--- src/rtl/fetch_unit.sv ---
// Fetch stage: program counter, instruction register and return-address stack.
// Drives the program-memory address straight from the PC register and
// registers the returned word. Each cycle it hands decode one instruction
// or one bubble.
module fetch_unit #(
  parameter  int WIDTH     = 16,
  parameter  int ELEMENTOS = 1024,
  parameter  int DEPTH     = 8,
  localparam int AW        = $clog2(ELEMENTOS)
) (
  input  logic             clk,
  input  logic             reset,
  output logic [AW-1:0]    pc_addr,
  input  logic [WIDTH-1:0] mem_rd,
  input  logic             stall,
  input  logic             jump,
  input  logic             call,
  input  logic             ret,
  input  logic [AW-1:0]    target,
  output logic [WIDTH-1:0] instr,
  output logic             instr_valid,
  output logic [AW-1:0]    ir_pc,
  output logic             stk_overflow,
  output logic             stk_underflow
);

  // Stack index width, plus one extra bit so that "full" (sp == DEPTH) is representable.
  localparam int SIW = $clog2(DEPTH);
  localparam int SPW = SIW + 1;

  localparam logic [AW-1:0]  LAST_ADDR = AW'(ELEMENTOS - 1);
  localparam logic [SPW-1:0] SP_FULL   = SPW'(DEPTH);

  // Action chosen for this cycle. Redirects take priority over stall.
  typedef enum logic [2:0] {
    ACT_FETCH,
    ACT_HOLD,
    ACT_CALL,
    ACT_RET,
    ACT_JUMP
  } action_e;

  // Address increment that wraps at the top of program memory.
  function automatic logic [AW-1:0] addr_inc(input logic [AW-1:0] a);
    return (a == LAST_ADDR) ? '0 : a + AW'(1);
  endfunction

  // Architectural state
  logic [AW-1:0]    pc_q, pc_d;
  logic [WIDTH-1:0] instr_q, instr_d;
  logic             valid_q, valid_d;
  logic [AW-1:0]    ir_pc_q, ir_pc_d;
  logic [SPW-1:0]   sp_q, sp_d;
  logic             ovf_q, ovf_d;
  logic             unf_q, unf_d;

  // Return-address stack storage and access
  logic [AW-1:0]  stk_q [DEPTH];
  logic           stk_full, stk_empty;
  logic [SIW-1:0] wr_idx, top_idx;
  logic [AW-1:0]  top_addr;
  logic           push_en;

  action_e act;

  assign stk_full  = (sp_q == SP_FULL);
  assign stk_empty = (sp_q == '0);
  assign wr_idx    = sp_q[SIW-1:0];
  assign top_idx   = SIW'(sp_q - SPW'(1));
  assign top_addr  = stk_q[top_idx];

  // Resolve the simultaneous requests into a single action: call > ret > jump > stall.
  always_comb begin
    // NOTE: every signal written in a combinational block gets a default value
    // first, so that no path leaves it unassigned and no latch is inferred.
    act = ACT_FETCH;
    if (call) begin
      act = ACT_CALL;
    end else if (ret) begin
      act = ACT_RET;
    end else if (jump) begin
      act = ACT_JUMP;
    end else if (stall) begin
      act = ACT_HOLD;
    end
  end

  // Next-state logic for PC, instruction register, stack pointer and sticky flags.
  always_comb begin
    pc_d    = pc_q;
    instr_d = instr_q;
    valid_d = valid_q;
    ir_pc_d = ir_pc_q;
    sp_d    = sp_q;
    ovf_d   = ovf_q;
    unf_d   = unf_q;
    push_en = 1'b0;

    unique case (act)
      ACT_CALL: begin
        pc_d    = target;
        instr_d = '0;
        valid_d = 1'b0;
        if (stk_full) begin
          ovf_d = 1'b1;
        end else begin
          push_en = 1'b1;
          sp_d    = sp_q + SPW'(1);
        end
      end
      ACT_RET: begin
        instr_d = '0;
        valid_d = 1'b0;
        if (stk_empty) begin
          pc_d  = '0;
          unf_d = 1'b1;
        end else begin
          pc_d = top_addr;
          sp_d = sp_q - SPW'(1);
        end
      end
      ACT_JUMP: begin
        pc_d    = target;
        instr_d = '0;
        valid_d = 1'b0;
      end
      ACT_HOLD: begin
        // All fetch state keeps its value.
      end
      default: begin
        instr_d = mem_rd;
        ir_pc_d = pc_q;
        valid_d = 1'b1;
        pc_d    = addr_inc(pc_q);
      end
    endcase
  end

  // State register with synchronous active-low reset.
  always_ff @(posedge clk) begin
    // NOTE: sequential state is updated with non-blocking assignments so that
    // every register samples the values from before this edge.
    if (!reset) begin
      pc_q    <= '0;
      instr_q <= '0;
      valid_q <= 1'b0;
      ir_pc_q <= '0;
      sp_q    <= '0;
      ovf_q   <= 1'b0;
      unf_q   <= 1'b0;
    end else begin
      pc_q    <= pc_d;
      instr_q <= instr_d;
      valid_q <= valid_d;
      ir_pc_q <= ir_pc_d;
      sp_q    <= sp_d;
      ovf_q   <= ovf_d;
      unf_q   <= unf_d;
    end
  end

  // Stack entry write: push the return address (instruction after the call).
  always_ff @(posedge clk) begin
    // NOTE: stack entries are deliberately not reset; clearing sp empties the
    // stack, and an entry is always written before it can be read again.
    if (reset && push_en) begin
      stk_q[wr_idx] <= addr_inc(ir_pc_q);
    end
  end

  assign pc_addr       = pc_q;
  assign instr         = instr_q;
  assign instr_valid   = valid_q;
  assign ir_pc         = ir_pc_q;
  assign stk_overflow  = ovf_q;
  assign stk_underflow = unf_q;

endmodule

--- config.mk ---
export PLATFORM = sky130hd
export DESIGN_NAME = fetch_unit
export DESIGN_NICKNAME = d
export VERILOG_FILES = /design/src/rtl/fetch_unit.sv
export SDC_FILE = /design/constraint.sdc
export NUM_CORES = 1
export LEC_CHECK = 0
export CAP_MARGIN = 40
export CORE_UTILIZATION = 40
export DETAILED_ROUTE_END_ITERATION = 12
export GPL_TIMING_DRIVEN = 1
export SLEW_MARGIN = 20
export SYNTH_ARGS = -nofsm -noshare
export SYNTH_HDL_FRONTEND = slang
export SYNTH_SLANG_ARGS = --single-unit
--- constraint.sdc ---
create_clock -name clk -period 3 [get_ports clk]
set_input_delay 0.75 -clock clk [delete_from_list [all_inputs] [get_ports clk]]
set_output_delay 0.75 -clock clk [all_outputs]
set_load 0.05 [all_outputs]
==> run_results.csv, run 1 <==
group,metric,value,unit
floorplanning,rows,41,
sta,fin_crit_sh,84.39,%
synth,synth-main-ff-cell,"edfxtp_1",
clocking,cts.path.max_buffers,2,
worst_setup_path,endpoint_kind,"primary output",
synth,synth_edf_count,80,
run,max-cap-violations,0,
grt,antenna_found_initial,0,
worst_setup_path,cp-start-kind,"flip-flop",
floorplanning,start_util,40.92,%
clocking,cts-resized-gates,0,
clocking,path_clk_slew,0.05,ns
worst_setup_path,max_stage_delay,0.87,ns
synth,syn_nets,424,
routing,antenna_left,0,
sta,hold_viol_final,0,
synth,synth_top_area_share,46.52,%
synth,synth_compound_area_share,6.470,%
floorplanning,die_w,115.6,um
worst_setup_path,crit_family,"buffers and inverters",
worst_hold_path,min_path_type,"reg2reg",
clocking,clock-sinks,123,
floorplanning,coreArea,12620,um2
worst_setup_path,cpMaxStageDelayCell,"clkdlybuf4s50_1",
routing,first_pass_iters,4,
sta,fmax,395.0,MHz
synth,yosysWarnings,0,
synth,yosys.area_share.simple,10.01,%
worst_setup_path,critPathArrivalTime,1.78,ns
clocking,cts_buffers,17,
placement,place_area,6197,um2
synth,yosysMostFrequentCell,"edfxtp_1",
floorplanning,dieArea,13370,um2
routing,drc,0,
final_layout,post-route-util,54.31,%
synth,synthCells,387,
clocking,clk-insertion-delay-late,0.40,ns
final_layout,syn_to_final_growth,32.74,%
final_layout,n_antenna_cell,0,
clocking,cts_hold_buf,0,
sta,rsz0062_at_grt,"false",
grt,grt_max_degree,20,
sta,slew_viol_final,0,
grt,grt.total_usage,19.84,%
synth,seq_area_frac_synth,63.19,%
synth,netlist_area,5164,um2
final_layout,drive_above_1_share,17.07,%
worst_setup_path,crit_buf_inv,1,
floorplanning,ioPinCount,71,
sta,setup_tns,0,ns
placement,hpwl,8.891,mm
floorplanning,die_h,115.6,um
power,ir_drop,0.5196,mV
grt,grt_first_pass_wirelength,19.28,mm
placement,port_buffers,70,
routing,wl_per_cell,18.29,um
final_layout,fin_area,6854,um2
sta,whs,0.4514,ns
synth,synth_top_family_by_area,"multiplexers",
synth,synthTopCellsByCount,"edfxtp_1, dfxtp_1, nand2_1",
routing,wirelength,12.26,mm
power,cellPowerDensity,847.6,nW/um2
synth,synth-seq-cells,123,
worst_setup_path,path_class,"reg2out",
sta,setup_viol,0,
grt,overflow,0,
clocking,htree_levels,4,
routing,vias_per_cell,5.169,
sta,clock_skew,0.008737,ns
synth,synth_mux_area_share,13.98,%
sta,min_period,2.532,ns
synth,postSynth.asyncResetShare,0,%
synth,synth-xor-area-share,3.198,%
power,power,5.809,mW
final_layout,fin_cells,670,
sta,setup_ws,0.4682,ns
placement,gp_congestion,0.8850,
sta,worst_pin_slew,0.6996,ns
sta,relSlewSlack,53.02,%
worst_setup_path,crit_fanout,8,
worst_setup_path,cp.required,2.25,ns
synth,yosys.area.top_type,"edfxtp_1",
placement,placed_cells,638,
synth,ys_types,40,
power,p_leak,2.377,nW
synth,netlist_top_cells_area,"edfxtp_1, dfxtp_1, mux4_2",
worst_setup_path,path_cells,"clkdlybuf4s50_1",
clocking,tritoncts,"yes",
synth,synth_area_per_cell,13.34,um2
routing,vias,3463,
status,status,"completed",
placement,dp_slack,0.3694,ns
synth,synthAdderAreaFrac,1.212,%
final_layout,nNetsFinal,522,
grt,grt_pass1_vias,3483,
routing,first_iter_violations,294,
clocking,clockRootBuffer,"clkbuf_16",
clocking,postCtsSetupBuffers,0,
[per-layer routing]
layer	up-vias	track usage (%)	share of wire [%]
met1	1737	25.88	44
li1	1646	-	-
met2	66	32.89	52
met4	0	6.923	1.9
met5	-	0	0
met3	14	4.289	2.4
[report_power, final]
group | internal, mW | switching (mW) | leakage [nW]
Sequential | 1.90 | 0.0964 | 1.10
Clock | 1.55 | 0.700 | 0.308
Combinational | 0.744 | 0.810 | 0.969
[state kept, by name, summed over array words and instances, names as in the netlist]
| name | flops |
|---|---|
| stk_overflow | 1 |
| stk_underflow | 1 |
| instr_valid | 1 |
| sp_q | 4 |
| ir_pc | 10 |
| instr | 16 |
| stk_q | 80 |
| pc_addr | 10 |
[layout by cell type, fill, tap and decap left out, drive strengths merged, types with 5 or more instances in the layout]
master         count
edfxtp            80
clkdlybuf4s50     70
nand2             43
dfxtp             43
nor2              42
buf               26
mux4              20
clkbuf            20
a21oi             19
mux2i             17
o21ai             15
xnor2             11
mux2               9
xor2               7
nand3              6
bufinv             6
inv                5
nand4              5
nor3               5
ha                 5
[worst paths after layout]
| kind | from | endpoint | slack (ns) | depth (start not counted) |
|---|---|---|---|---|
| worst max-delay path | ir_pc[0] | ir_pc[0] | 0.47 | 1 |
| worst max register to register | sp_q[1] | pc_addr[9] | 0.69 | 7 |
| worst min-delay path | instr_valid | instr_valid | 0.45 | 2 |
| worst min register to register | instr_valid | instr_valid | 0.45 | 2 |
[worst register-to-register path, delay by kind of cell, from the launching register on]
| family | cells | cell delay [ns] |
|---|---|---|
| buffers and inverters | 2 | 0.38 |
| AO/OA/AOI/OAI | 2 | 0.27 |
| adder cells (fa/ha/maj) | 1 | 0.41 |
| multiplexers | 2 | 0.64 |
| flip-flops | 1 | 0.49 |
[logic make-up (layout without fill, tap and decap cells)]
kind of cell | Yosys count | in the layout
mux | 46 | 46
xor+xnor | 18 | 18
fa+ha+maj | 5 | 5
compound gates | 55 | 55
buf+inv | 23 | 134
simple gates | 117 | 117
flops | 123 | 123
[cell type report]
type                            count  area, um2
Fill cell                        1060       5766
Timing Repair Buffer               96      895.9
Tap cell                          172      215.2
Sequential cell                   123       3263
Inverter                            6      22.52
Clock buffer                       20      436.7
Multi-Input combinational cell    241       1800
Clock inverter                     12      220.2
(Power assumes the default switching activity.)
==> run 2: changes to the inputs <==
==> constraint.sdc (replaced) <==
create_clock -name clk -period 2.2 [get_ports clk]
set_input_delay 0.55 -clock clk [delete_from_list [all_inputs] [get_ports clk]]
set_output_delay 0.55 -clock clk [all_outputs]
set_load 0.05 [all_outputs]
==> run_results.csv, run 2 (synthesis gave the netlist of run 1 again) <==
group,metric,value,unit
worst_setup_path,r2r-end,"pc_addr[9]",
clocking,cts_buffers,17,
status,status,"completed",
worst_setup_path,cp-start-kind,"flip-flop",
final_layout,fin_area,6889,um2
final_layout,final_common_cell,"edfxtp_1",
sta,fin_crit_sh,96.42,%
final_layout,layout_common_cells,"edfxtp_1, buf_4, clkdlybuf4s50_1",
final_layout,fin_cells,692,
floorplanning,coreArea,12620,um2
power,p_sw,2.224,mW
power,p_clk_share,34.4,%
worst_setup_path,worstSetupPathDepth,1,
worst_setup_path,critPathArrivalTime,1.57,ns
routing,wirelength,12.36,mm
clocking,clk-insertion-delay-late,0.41,ns
final_layout,n_antenna_cell,0,
clocking,tritoncts,"yes",
routing,first_pass_iters,4,
final_layout,drive_above_1_share,24.04,%
grt,antenna_found_initial,0,
floorplanning,die_w,115.6,um
routing,vias_per_cell,5.079,
placement,place_area,6344,um2
clocking,cts_hold_buf,0,
worst_setup_path,rr_worst_depth,7,
placement,gp_congestion,0.8101,
grt,overflow,0,
power,p_comb_share,29.5,%
worst_hold_path,min_path_type,"reg2reg",
sta,min_period,2.121,ns
power,p_leak,2.503,nW
worst_setup_path,path_class,"reg2out",
sta,rsz0062_at_grt,"false",
power,intPower,5.229,mW
placement,placed_cells,660,
worst_setup_path,cpMaxStageDelayCell,"clkdlybuf4s50_1",
clocking,htree_levels,4,
worst_setup_path,crit_family,"buffers and inverters",
worst_setup_path,crit_fanout,2,
final_layout,seqCellArea,3263,um2
worst_setup_path,critPathCapture,"instr[6]",
floorplanning,die_h,115.6,um
sta,slew_viol_final,0,
routing,wl_per_cell,17.86,um
grt,grt_max_degree,18,
power,switching_share,29.84,%
power,cellPowerDensity,1082,nW/um2
run,max-cap-violations,0,
sta,setup_viol,0,
floorplanning,start_util,40.92,%
placement,port_buffers,70,
final_layout,fillers,1064,
sta,worst_pin_slew,0.6576,ns
routing,antenna_left,0,
clocking,clockRootBuffer,"clkbuf_16",
final_layout,regMostFlops,"stk_q",
routing,first_iter_violations,241,
final_layout,multi_input_area,1822,um2
sta,relSlewSlack,56.01,%
sta,fmax,471.4,MHz
grt,grt_pass1_vias,3543,
floorplanning,rows,41,
routing,drc,0,
power,ir_drop,0.6175,mV
power,power_frac_seq,36.1,%
sta,hold_viol_final,0,
floorplanning,dieArea,13370,um2
worst_setup_path,endpoint_kind,"primary output",
clocking,path_clk_slew,0.05,ns
final_layout,nNetsFinal,544,
clocking,cts.path.max_buffers,2,
worst_setup_path,crit_buf_inv,1,
floorplanning,ioPinCount,71,
placement,hpwl,9.282,mm
worst_setup_path,cp.required,1.65,ns
routing,vias,3515,
worst_setup_path,max_stage_delay,0.82,ns
final_layout,largest_register_ffs,80,
sta,clock_skew,0.005747,ns
clocking,postCtsSetupBuffers,0,
worst_setup_path,worstSetupStartpoint,"instr[6]",
clocking,clock-sinks,123,
worst_setup_path,path_cells,"clkdlybuf4s50_1",
worst_setup_path,rr_startpoint,"sp_q[1]",
grt,grt_first_pass_wirelength,19.55,mm
grt,grt.total_usage,20.21,%
worst_setup_path,rrSetupSlack,0.10,ns
final_layout,syn_to_final_growth,33.41,%
[run 2: cell types whose count changed in the layout (fill, tap and decap cells not counted), sizes merged, moves of 2 or more]
cell           previous run  this run
buf                      26        63
clkdlybuf4s50            70        51
inv                       5         9
dlygate4sd2               0         4
clkinvlp                  3         1
bufinv                    6         1
clkinv                    4         8
[run 2: timing repair]
action | in CTS | in global routing
hold endpoints to repair | 0 | 0
gates resized for setup | 4 | 0
endpoints found under the setup margin | 4 | 0
[run 2: worst min-delay path by stage]
stage	start	endpoint	slack, ns	depth (start not counted)
global route	instr_valid	instr_valid	0.47	2
global placement	instr_valid	instr_valid	0.44	2
detailed placement	instr_valid	instr_valid	0.44	2
floorplan	sp_q[3]	stk_overflow	0.55	2
finish	instr_valid	instr_valid	0.45	2
CTS	instr_valid	instr_valid	0.45	2
[run 2: power groups by stage]
stage / sequential (mW) / clock [mW] / combinational [mW]
2_1_floorplan: 2.86 / 0 / 1.44
3_3_place_gp: 2.74 / 0 / 2.21
3_5_place_dp: 2.74 / 0 / 2.22
4_1_cts: 2.69 / 2.61 / 2.23
5_1_grt: 2.71 / 2.72 / 2.36
6_report: 2.69 / 2.57 / 2.20
[run 2: area by class of cell]
class	count	share of cell area, %
clock buffers	19	6.284
clock inverters	13	1.707
inverters	6	0.3269
multi-input cells	241	26.44
flip-flops and latches	123	47.37
well taps	172	3.124
repair buffers	118	14.75
[run 2: through the flow]
stage / util, % / hold WS (ns) / setup slack (ns) / total power [mW] / setup TNS [ns]
global placement: 50.23 / 0.4351 / -0.01276 / 4.951 / -0.1244
finish: 54.59 / 0.4536 / 0.07868 / 7.453 / 0
global route: 54.59 / 0.4713 / 0.01734 / 7.789 / 0
detailed placement: 50.27 / 0.4419 / -0.01625 / 4.963 / -0.3757
floorplan: - / 0.5508 / -0.01292 / 4.301 / -0.3987
CTS: 54.59 / 0.4518 / 0.05563 / 7.532 / 0
[run 2: routing by layer]
metal	GRT usage (%)	share of wire, %
met1	26.94	45
met4	9.060	1.6
met5	0	0
met2	31.14	49
met3	5.282	4.4
[run 2: worst min-delay path, stage by stage, from the launching register on]
cell	delay (ns)
dfxtp_1	0.31
inv_1	0.05
a21oi_1	0.05
